File: config.mk
export PLATFORM = sky130hd
export DESIGN_NAME = jtgng_shctl
export DESIGN_NICKNAME = d
export VERILOG_FILES = /design/src/rtl/jtgng_shctl_pkg.sv /design/src/rtl/jtgng_sh.sv /design/src/rtl/jtgng_shctl.sv
export SDC_FILE = /design/constraint.sdc
export NUM_CORES = 1
export LEC_CHECK = 0
export BUFFER_PORTS_ARGS = -buffer_cell sky130_fd_sc_hd__buf_4
export CELL_PAD_IN_SITES_DETAIL_PLACEMENT = 0
export CELL_PAD_IN_SITES_GLOBAL_PLACEMENT = 1
export CORE_ASPECT_RATIO = 0.5
export CORE_UTILIZATION = 55
export DETAILED_ROUTE_END_ITERATION = 6
export GPL_TIMING_DRIVEN = 1
export HOLD_SLACK_MARGIN = 0.08
export PLACE_DENSITY = 0.89
export SKIP_CTS_REPAIR_TIMING = 1
export SYNTH_ARGS = -nofsm -noshare
export SYNTH_HDL_FRONTEND = slang
export SYNTH_HIERARCHICAL = 1
export SYNTH_SLANG_ARGS = --single-unit
File: constraint.sdc
create_clock -name clk -period 10.7 [get_ports clk]
set_input_delay 0 -clock clk [delete_from_list [all_inputs] [get_ports clk]]
set_output_delay 0 -clock clk [all_outputs]
set_load 0.01 [all_outputs]
File: src/rtl/jtgng_shctl_pkg.sv
// Shared types and helpers for the shift-delay controller.
// Latency: none (declarations only).
// Backpressure: n/a.
package jtgng_shctl_pkg;

  // Controller states
  typedef enum logic [1:0] {
    IDLE  = 2'd0,
    RUN   = 2'd1,
    FLUSH = 2'd2
  } state_t;

  // Bits needed to count 0..stages valid words in flight
  function automatic int cnt_w(input int stages);
    return $clog2(stages + 1);
  endfunction

endpackage

File: src/rtl/jtgng_sh.sv
// Plain WIDTH x STAGES shift register; data bits carry no reset.
// Latency: STAGES clk_en events from din to drop.
// Backpressure: none; clk_en low freezes every stage.
module jtgng_sh
  import jtgng_shctl_pkg::*;
#(
  parameter int WIDTH  = 5,
  parameter int STAGES = 24
) (
  input  logic             clk,
  input  logic             clk_en,
  input  logic [WIDTH-1:0] din,
  output logic [WIDTH-1:0] drop
);

  logic [WIDTH-1:0] line [STAGES];

  // Advance the whole line by one stage on every enabled clock
  always_ff @(posedge clk) begin
    if (clk_en) begin
      line[0] <= din;
      for (int i = 1; i < STAGES; i++) begin
        line[i] <= line[i-1];
      end
    end
  end

  assign drop = line[STAGES-1];

endmodule

File: src/rtl/jtgng_shctl.sv
// Fixed-depth delay line with valid shadow, in-flight counter and flush FSM.
// Latency: a word accepted on shift event N leaves (dout_strobe) on event N+STAGES.
// Backpressure: din_ready drops on stall, flush or while draining; FLUSH ignores stall.
module jtgng_shctl
  import jtgng_shctl_pkg::*;
#(
  parameter int WIDTH  = 5,
  parameter int STAGES = 24,
  localparam int CW    = cnt_w(STAGES)
) (
  input  logic             clk,
  input  logic             rst,
  input  logic             cen,
  input  logic [WIDTH-1:0] din,
  input  logic             din_valid,
  output logic             din_ready,
  input  logic             stall,
  input  logic             flush,
  output logic [WIDTH-1:0] dout,
  output logic             dout_valid,
  output logic             dout_strobe,
  output logic [CW-1:0]    count,
  output logic             busy
);

  state_t            state;
  state_t            state_nxt;
  logic [STAGES-1:0] shadow;
  logic [CW-1:0]     count_q;
  logic [CW-1:0]     count_nxt;
  logic              shift;
  logic              accept;
  logic [WIDTH-1:0]  head;
  logic [WIDTH-1:0]  tail;

  // Draining keeps the line moving even when the consumer asks to stall
  assign shift     = cen & ((state == FLUSH) | ~stall);
  assign din_ready = (state != FLUSH) & ~stall & ~flush;
  assign accept    = din_valid & din_ready & cen;

  // Empty slots enter as zero so stale data never reaches the head
  assign head = accept ? din : '0;

  jtgng_sh #(
    .WIDTH  (WIDTH),
    .STAGES (STAGES)
  ) u_sh (
    .clk    (clk),
    .clk_en (shift),
    .din    (head),
    .drop   (tail)
  );

  assign dout_valid  = shadow[STAGES-1];
  assign dout_strobe = shift & dout_valid;
  assign dout        = dout_valid ? tail : '0;
  assign count       = count_q;
  assign busy        = (state != IDLE);

  // Valid shadow moves in lockstep with the data line
  always_ff @(posedge clk or posedge rst) begin
    if (rst) begin
      shadow <= '0;
    end else if (shift) begin
      shadow <= {shadow[STAGES-2:0], accept};
    end
  end

  // In-flight count: simultaneous enter and leave cancel out
  always_comb begin
    count_nxt = count_q;
    if (accept && !dout_strobe) begin
      count_nxt = count_q + 1'b1;
    end else if (dout_strobe && !accept) begin
      count_nxt = count_q - 1'b1;
    end
  end

  // Counter and state registers
  always_ff @(posedge clk or posedge rst) begin
    if (rst) begin
      count_q <= '0;
      state   <= IDLE;
    end else begin
      count_q <= count_nxt;
      state   <= state_nxt;
    end
  end

  // Next-state: leave RUN/FLUSH as soon as the line empties
  always_comb begin
    state_nxt = state;
    unique case (state)
      IDLE: begin
        if (accept) begin
          state_nxt = RUN;
        end
      end
      RUN: begin
        if (count_nxt == '0 && !accept) begin
          state_nxt = IDLE;
        end else if (cen && flush) begin
          state_nxt = FLUSH;
        end
      end
      FLUSH: begin
        if (count_nxt == '0) begin
          state_nxt = IDLE;
        end
      end
      default: state_nxt = IDLE;
    endcase
  end

endmodule

---- Yosys cells after proc, flatten, opt, wreduce, memory -nomap -nowiden ----
Memories as Yosys holds them, arrays and structs flattened.
Cells that the tools add are included.
storage, ports and cells
  bits in registers ....................... 31
  bits in latches ......................... 0
  bits in writable memories ............... 120
  memory bits (read-only) ................. 0
  memories ................................ 1
cells by class
  add/sub/neg operators ................... 2
  $mul .................................... 0
  div/mod/pow operators ................... 0
  $lt $le $gt $ge ......................... 0
  eq/ne operators ......................... 6
  shift-type cells ........................ 0
  muxes and demuxes ....................... 11
  bitwise gates (word level) .............. 9
  reduce and logical (&&, ||, !) cells .... 10
memories
  memory     depth  width  rd ports  clocked after Yosys merged registers in  wr ports  RTL line        source
  u_sh.line  24     5      24        0                                        24        jtgng_sh.sv:16  logic [WIDTH-1:0] line [STAGES];
operators by type and width
  operator               count
  $mux W5                4
  $mux W2                4
  $and A1 B1 Y1          6
  $pmux W2 S3            1
  $add A5 B1 Y5 const B  1
  $logic_not A5 Y1       1
  $sub A5 B1 Y5 const B  1
  $logic_and A1 B1 Y1    4
  $ne A2 B2 Y1 const B   2
  $ne A3 B3 Y1 const B   1
  $reduce_and A3 Y1      1
  $eq A2 B1 Y1 const B   1
  $eq A2 B2 Y1 const B   1
  $logic_not A1 Y1       2
  $logic_not A2 Y1       1
  $mux W1                2
  $ne A2 B1 Y1 const B   1
  $not A1 Y1             2
  $reduce_bool A2 Y1     1
  $or A1 B1 Y1           1

---- Longest topological paths before layout ----
Gate-level depths: netlist of the first run.
  depth in word-level cells ............... 13
  mapped depth ............................ 7
  mapped depth without buffers ............ 7

---- Modules after synthesis ----
The synthesis of the first run kept the hierarchy.
by module, submodules not included
  module       times used  cells an instance  area each (um^2)  seq. area each (um^2)
  jtgng_sh     1           120                3,603.5           3,603.5
  jtgng_shctl  1           175                1,532.7           775.7

---- Worst setup path after synthesis of the first run ----
No wires, ideal clock.
  kind .................................... reg2reg
  from .................................... reg state[0]
  to ...................................... mem u_sh.line[0][0], enable pin
  data arrival time ....................... 4.272 ns
  required time ........................... 10.168 ns
  path slack .............................. 5.896 ns
  cell stages (with the launch flop) ...... 5
  path buffers ............................ 1
  period minus slack after synthesis ...... 4.804 ns
  cell sequence ........................... dfrtp_1 -> nor2b_4 -> o21ai_4 -> inv_4 -> clkbuf_1
RTL lines
  element                 RTL line           source
  from (decl)             jtgng_shctl.sv:26  state_t state;
  from (signal assigned)  jtgng_shctl.sv:86  state <= state_nxt;
  to (decl)               jtgng_sh.sv:16

==> results of run 1 <==
-- worst reg2reg max path: cells and delay by family, from the launching register on --
family / cells / cell delay, ns
AO/OA/AOI/OAI: 1 / 0.22
buffers and inverters: 2 / 1.42
flip-flops: 1 / 0.45
AND/OR/NAND/NOR: 1 / 0.23
-- flip-flops by register name (all words and copies together) (netlist names) --
register / flops
count: 5
shadow: 24
state: 2
u_sh/line: 120
-- synthesized netlist by cell type, drive strengths merged --
cell type,count,area share
ha,2,0.0049
nand2,75,0.055
inv,6,0.0049
a32o,1,0.0019
and2,11,0.013
xnor2,5,0.0085
xor2,1,0.0017
nor3,4,0.0039
or2,2,0.0024
nand4b,2,0.0034
a2111oi,1,0.0029
o22a,1,0.0017
dfrtp,31,0.15
nand2b,2,0.0029
o21ai,3,0.0051
clkbuf,6,0.0044
mux2i,1,0.0019
nor2b,1,0.0027
o2111a,1,0.0022
nor2,3,0.0022
a32oi,1,0.0017
a21oi,4,0.0046
buf,1,0.00097
nor4,3,0.0037
a31oi,3,0.0037
o2bb2ai,1,0.0017
a41oi,1,0.0032
nand3,2,0.0019
edfxtp,120,0.70
-- layout make-up --
cell class,count,area share
inverter,6,0.00408
timing repair buffer,36,0.0510
tap,117,0.0239
sequential,151,0.714
multi-input combinational,131,0.115
clock buffer,18,0.0700
clock inverter,14,0.0218
-- stage by stage --
step | std cells | power (mW) | cell area (sq um) | util | worst slack [ns]
2_1_floorplan | 295 | 0.880 | 5140 | - | 5.90
3_3_place_gp | 431 | 0.916 | 5450 | 0.613 | 8.09
3_5_place_dp | 431 | 0.930 | 5450 | 0.613 | 7.91
4_1_cts | 463 | 1.49 | 6010 | 0.677 | 7.91
5_1_grt | 473 | 1.55 | 6130 | 0.690 | 7.72
6_report | 473 | 1.48 | 6130 | 0.690 | 7.93
-- power groups by stage --
stage / clock, mW / combinational [mW] / sequential (mW)
floorplan: 0 / 0.101 / 0.779
global placement: 0 / 0.136 / 0.780
detailed placement: 0 / 0.145 / 0.786
CTS: 0.571 / 0.146 / 0.776
global route: 0.597 / 0.164 / 0.785
finish: 0.556 / 0.149 / 0.775
-- cells by family (layout without fill, tap and decap cells) --
kind of cell | Yosys count | after routing
multiplexers | 1 | 1
AO/OA/AOI/OAI | 17 | 17
flip-flops | 151 | 151
XOR/XNOR | 6 | 6
adder cells (fa/ha/maj) | 2 | 2
buffers and inverters | 13 | 74
AND/OR/NAND/NOR | 105 | 105
-- worst paths after layout --
path                       cells past startpoint  slack (ns)              from               end
max in group asynchronous                      4       10.13               rst         shadow[6]
max reg2reg                                    4        7.93          state[0]  u_sh/line[23][2]
max                                            4        7.93          state[0]  u_sh/line[23][2]
min in group asynchronous                      3        0.13               rst        shadow[15]
min                                            4        0.06             stall          count[0]
min reg2reg                                    0        0.41  u_sh/line[14][3]  u_sh/line[15][3]
-- per-layer routing --
| metal | global-route usage | part of all wire | vias to the layer above |
|---|---|---|---|
| met4 | 0.0938 | 0.015 | 0 |
| met2 | 0.248 | 0.47 | 67 |
| met3 | 0.0521 | 0.044 | 9 |
| met5 | 0 | 0 | - |
| met1 | 0.219 | 0.47 | 1227 |
| li1 | - | - | 1167 |
==> impl_metrics.ini, run 1 <==
[sta]
setup_viol_count_final = 0
hold_violations = 0
worst_pin_slew_ns = 1.17
max_slew_margin = 0.219
report.final.slew_viol_count = 0
rsz0062_at_grt = false
final.setup_skew_ns = 0.00674
finalCriticalPeriod_ns = 2.77
fin_tns_setup_ns = 0
whs_ns = 0.0634
max_freq_mhz = 362
post-route-period-util = 0.258

[synth]
synth.net_count = 308
ys_seq_area_frac = 0.853
synth_compound_area_frac = 0.0287
synth_warnings = 6
muxShareOfSynthArea = 0.00195
synthXorXnorAreaFrac = 0.0102
synth.avg_cell_area_sq_um = 17.4
yosys.area_share.adder = 0.00487
synth_top_family_by_area = simple AND/OR/NAND/NOR gates
ys_ff_latch = 151
synthSimpleGateAreaFrac = 0.0914
syn_inst = 295
netlist_area_sq_mm = 0.00514
yosysUniqueCellTypes = 35

[place]
gp_congestion = 0.824
portBuffers = 24
dp_hpwl_mm = 3.92

[worst_setup_path]
cp-start-kind = register
crit_arrival_ns = 2.78
end_kind = register
critPathMaxFanout = 101
worstPathRequired_ns = 10.72
cp_slowest_stage_delay_ns = 0.96
path_cells = nor2b_4, o21ai_4, inv_4, buf_4
path_class = reg2reg
worst-path-buf-inv = 2
crit_family = buffers and inverters
critPathSlowestCell = buf_4

[final_layout]
layout_common_cells = 120 x edfxtp_1, 75 x nand2_1, 31 x dfrtp_1
multi_input_comb_area_sq_um = 704
finalNetCount = 356
layout_commonest_cell = edfxtp_1
drive_gt1_frac = 0.180
fillCellCount = 589
syn_to_final_growth_pct = 19.4
diodes = 0
ff_latch_area_sq_mm = 0.00438

[clock_network]
cts_inserted_buffers = 17
cts_tree = done
cts.sinks = 151
h-tree-depth = 4
root_buffer = clkbuf_16
clock_path_buffers = 2
clkLatencyLatePin_ns = 0.40
clkTransAtPathRegs_ns = 0.06

[die]
core-area_sq_mm = 0.00889
die_w_um = 139
die_y_um = 70.3
rows = 24
die-area_sq_mm = 0.00975
start_util = 0.578
pin_count = 25

[power_and_ir_drop]
powerDensity_mw_per_mm2 = 241
switching_share = 0.236
max-vdd-ir-drop_uv = 115
pwr-share-comb = 0.101
p_leak_nw = 2.36
seqPwrFrac = 0.524
power.internal_mw = 1.13
pwr-share-clk = 0.376
switchingPower_mw = 0.350

[global_routing]
grt_use_total = 0.166
grt_pass1_wl_mm = 11.7
grt_pass1_vias = 2373
gr-total-overflow = 0
antenna_found_initial = 0
grt_max_degree = 102

[routing]
vias = 2470
wl_per_cell_um = 14.9
drt_pass1_iterations = 6
totalWireLength_mm = 7.03
drtIter0Drc = 201
ant_nets = 0
drc = 2
avgViaCountPerCell = 5.22

[run_status]
violations = design-rule violations
status = finished with violations

[run]
drv_cap = 0

[worst_hold_path]
worstHoldPathType = in2reg
Note: power is estimated with default switching activity, not from simulation.
==> run 2, diff against run 1 <==
--- a/config.mk
+++ b/config.mk
@@ -9,11 +9,11 @@
 export CELL_PAD_IN_SITES_DETAIL_PLACEMENT = 0
 export CELL_PAD_IN_SITES_GLOBAL_PLACEMENT = 1
 export CORE_ASPECT_RATIO = 0.5
-export CORE_UTILIZATION = 55
+export CORE_UTILIZATION = 46
 export DETAILED_ROUTE_END_ITERATION = 6
 export GPL_TIMING_DRIVEN = 1
 export HOLD_SLACK_MARGIN = 0.08
-export PLACE_DENSITY = 0.89
+export PLACE_DENSITY = 0.8
 export SKIP_CTS_REPAIR_TIMING = 1
 export SYNTH_ARGS = -nofsm -noshare
 export SYNTH_HDL_FRONTEND = slang
==> constraint.sdc (replaced) <==
create_clock -name clk -period 2.3 [get_ports clk]
set_input_delay 0 -clock clk [delete_from_list [all_inputs] [get_ports clk]]
set_output_delay 0 -clock clk [all_outputs]
set_load 0.01 [all_outputs]
==> impl_metrics.ini, run 2 (same netlist as run 1, synthesis figures left out) <==
[power_and_ir_drop]
powerDensity_mw_per_mm2 = 1110
max-vdd-ir-drop_uv = 489
p_leak_nw = 2.36

[final_layout]
final_util = 0.583
diodes = 0
largest_register = u_sh/line
syn_to_final_growth_pct = 19.6
layout_commonest_cell = edfxtp_1
finalNetCount = 357
drive_gt1_frac = 0.188
layout_common_cells = 120 x edfxtp_1, 75 x nand2_1, 31 x dfrtp_1
ff_latch_area_sq_mm = 0.00438
multi_input_comb_area_sq_um = 704
largest_register_ffs = 120
fillCellCount = 816

[die]
start_util = 0.487
rows = 26
die_w_um = 151
pin_count = 25
die_y_um = 76.7
core-area_sq_mm = 0.0105
die-area_sq_mm = 0.0116

[clock_network]
clkLatencyLatePin_ns = 0.41
cts_tree = done
root_buffer = clkbuf_16
cts.sinks = 151
h-tree-depth = 4
clock_path_buffers = 2
cts_inserted_buffers = 17
clkTransAtPathRegs_ns = 0.06

[worst_setup_path]
worstPathRequired_ns = 2.59
timing.rr.start = count[0]
cp_slowest_stage_delay_ns = 0.52
crit_family = compound AO/OA/AOI/OAI gates
reg2reg_depth = 6
path_cells = inv_1, ha_1, nor4_1, a21oi_1, a2111oi_2, o2bb2ai_1
startpoint = count[0]
cp-start-kind = register
crit_cells = 6
critPathMaxFanout = 9
end_kind = register
crit_arrival_ns = 2.32
worst-path-buf-inv = 1
critPathSlowestCell = dfrtp_1
path_class = reg2reg

[worst_hold_path]
worstHoldPathType = in2reg
hold_depth = 4
hp-start = stall

[global_routing]
grt_max_degree = 138
grt_pass1_wl_mm = 11.6
gr-total-overflow = 0
antenna_found_initial = 0
grt_pass1_vias = 2290
grt_use_total = 0.137

[sta]
max_freq_mhz = 491
fin_tns_setup_ns = 0
worst_pin_slew_ns = 0.769
final.setup_skew_ns = 0.0100
post-route-period-util = 0.885
hold_violations = 0
max_slew_margin = 0.487
rsz0062_at_grt = false
report.final.slew_viol_count = 0
finalCriticalPeriod_ns = 2.04
setup_viol_count_final = 0

[place]
portBuffers = 24
gp_congestion = 0.862
dp_hpwl_mm = 3.95

[routing]
drtIter0Drc = 234
drt_pass1_iterations = 4
wl_per_cell_um = 14.3
avgViaCountPerCell = 4.97
totalWireLength_mm = 7.11
ant_nets = 0
drc = 0
vias = 2470

[run_status]
status = completed

[run]
drv_cap = 0
## run 2: area by class of cell
| type | instances | area share |
|---|---|---|
| clock buffer | 18 | 0.0699 |
| inverter | 6 | 0.00407 |
| clock inverter | 14 | 0.0192 |
| sequential | 151 | 0.713 |
| timing repair buffer | 37 | 0.0505 |
| tap | 140 | 0.0285 |
| multi-input combinational | 131 | 0.115 |
## run 2: worst paths after layout
check / end / slack [ns]
worst max-delay path: state[0] / 0.26
worst min-delay path: count[0] / 0.07
worst max register to register: state[0] / 0.26
worst min register to register: u_sh/line[17][0] / 0.41
max in group asynchronous: count[1] / 1.76
min in group asynchronous: shadow[9] / 0.24
## run 2: metrics by stage
stage | area (sq um) | total power [mW] | hold slack (ns) | worst slack [ns] | instances
global route | 6140 | 7.12 | 0.0967 | 0.143 | 497
floorplan | 5140 | 4.07 | 0.0633 | 0.105 | 295
detailed placement | 5510 | 4.34 | 0.119 | 0.308 | 457
global placement | 5510 | 4.27 | 0.0946 | 0.418 | 457
CTS | 6060 | 6.87 | -0.325 | 0.307 | 489
finish | 6140 | 6.82 | 0.0737 | 0.264 | 497
## run 2: per-layer routing
metal  up-vias  GRT usage  wire length (um)
met4         0     0.0780               114
met2        62      0.191              3300
met1      1231      0.187              3360
met5         -          0                 0
met3        13     0.0488               326
li1       1164          -                 -
## run 2: worst reg2reg max path, delay by kind of cell, from the launching register on
family	cells	cell delay (ns)
buffers and inverters	1	0.11
flip-flops	1	0.52
adder cells (fa/ha/maj)	1	0.36
AND/OR/NAND/NOR	1	0.30
AO/OA/AOI/OAI	3	0.62
## run 2: report_power, final
part	internal, mW	switching (mW)	leakage (nW)	total [mW]
sequential	3.40	0.199	1.55	3.60
clock	1.41	1.11	0.262	2.52
combinational	0.273	0.424	0.543	0.697
total	5.08	1.74	2.36	6.82
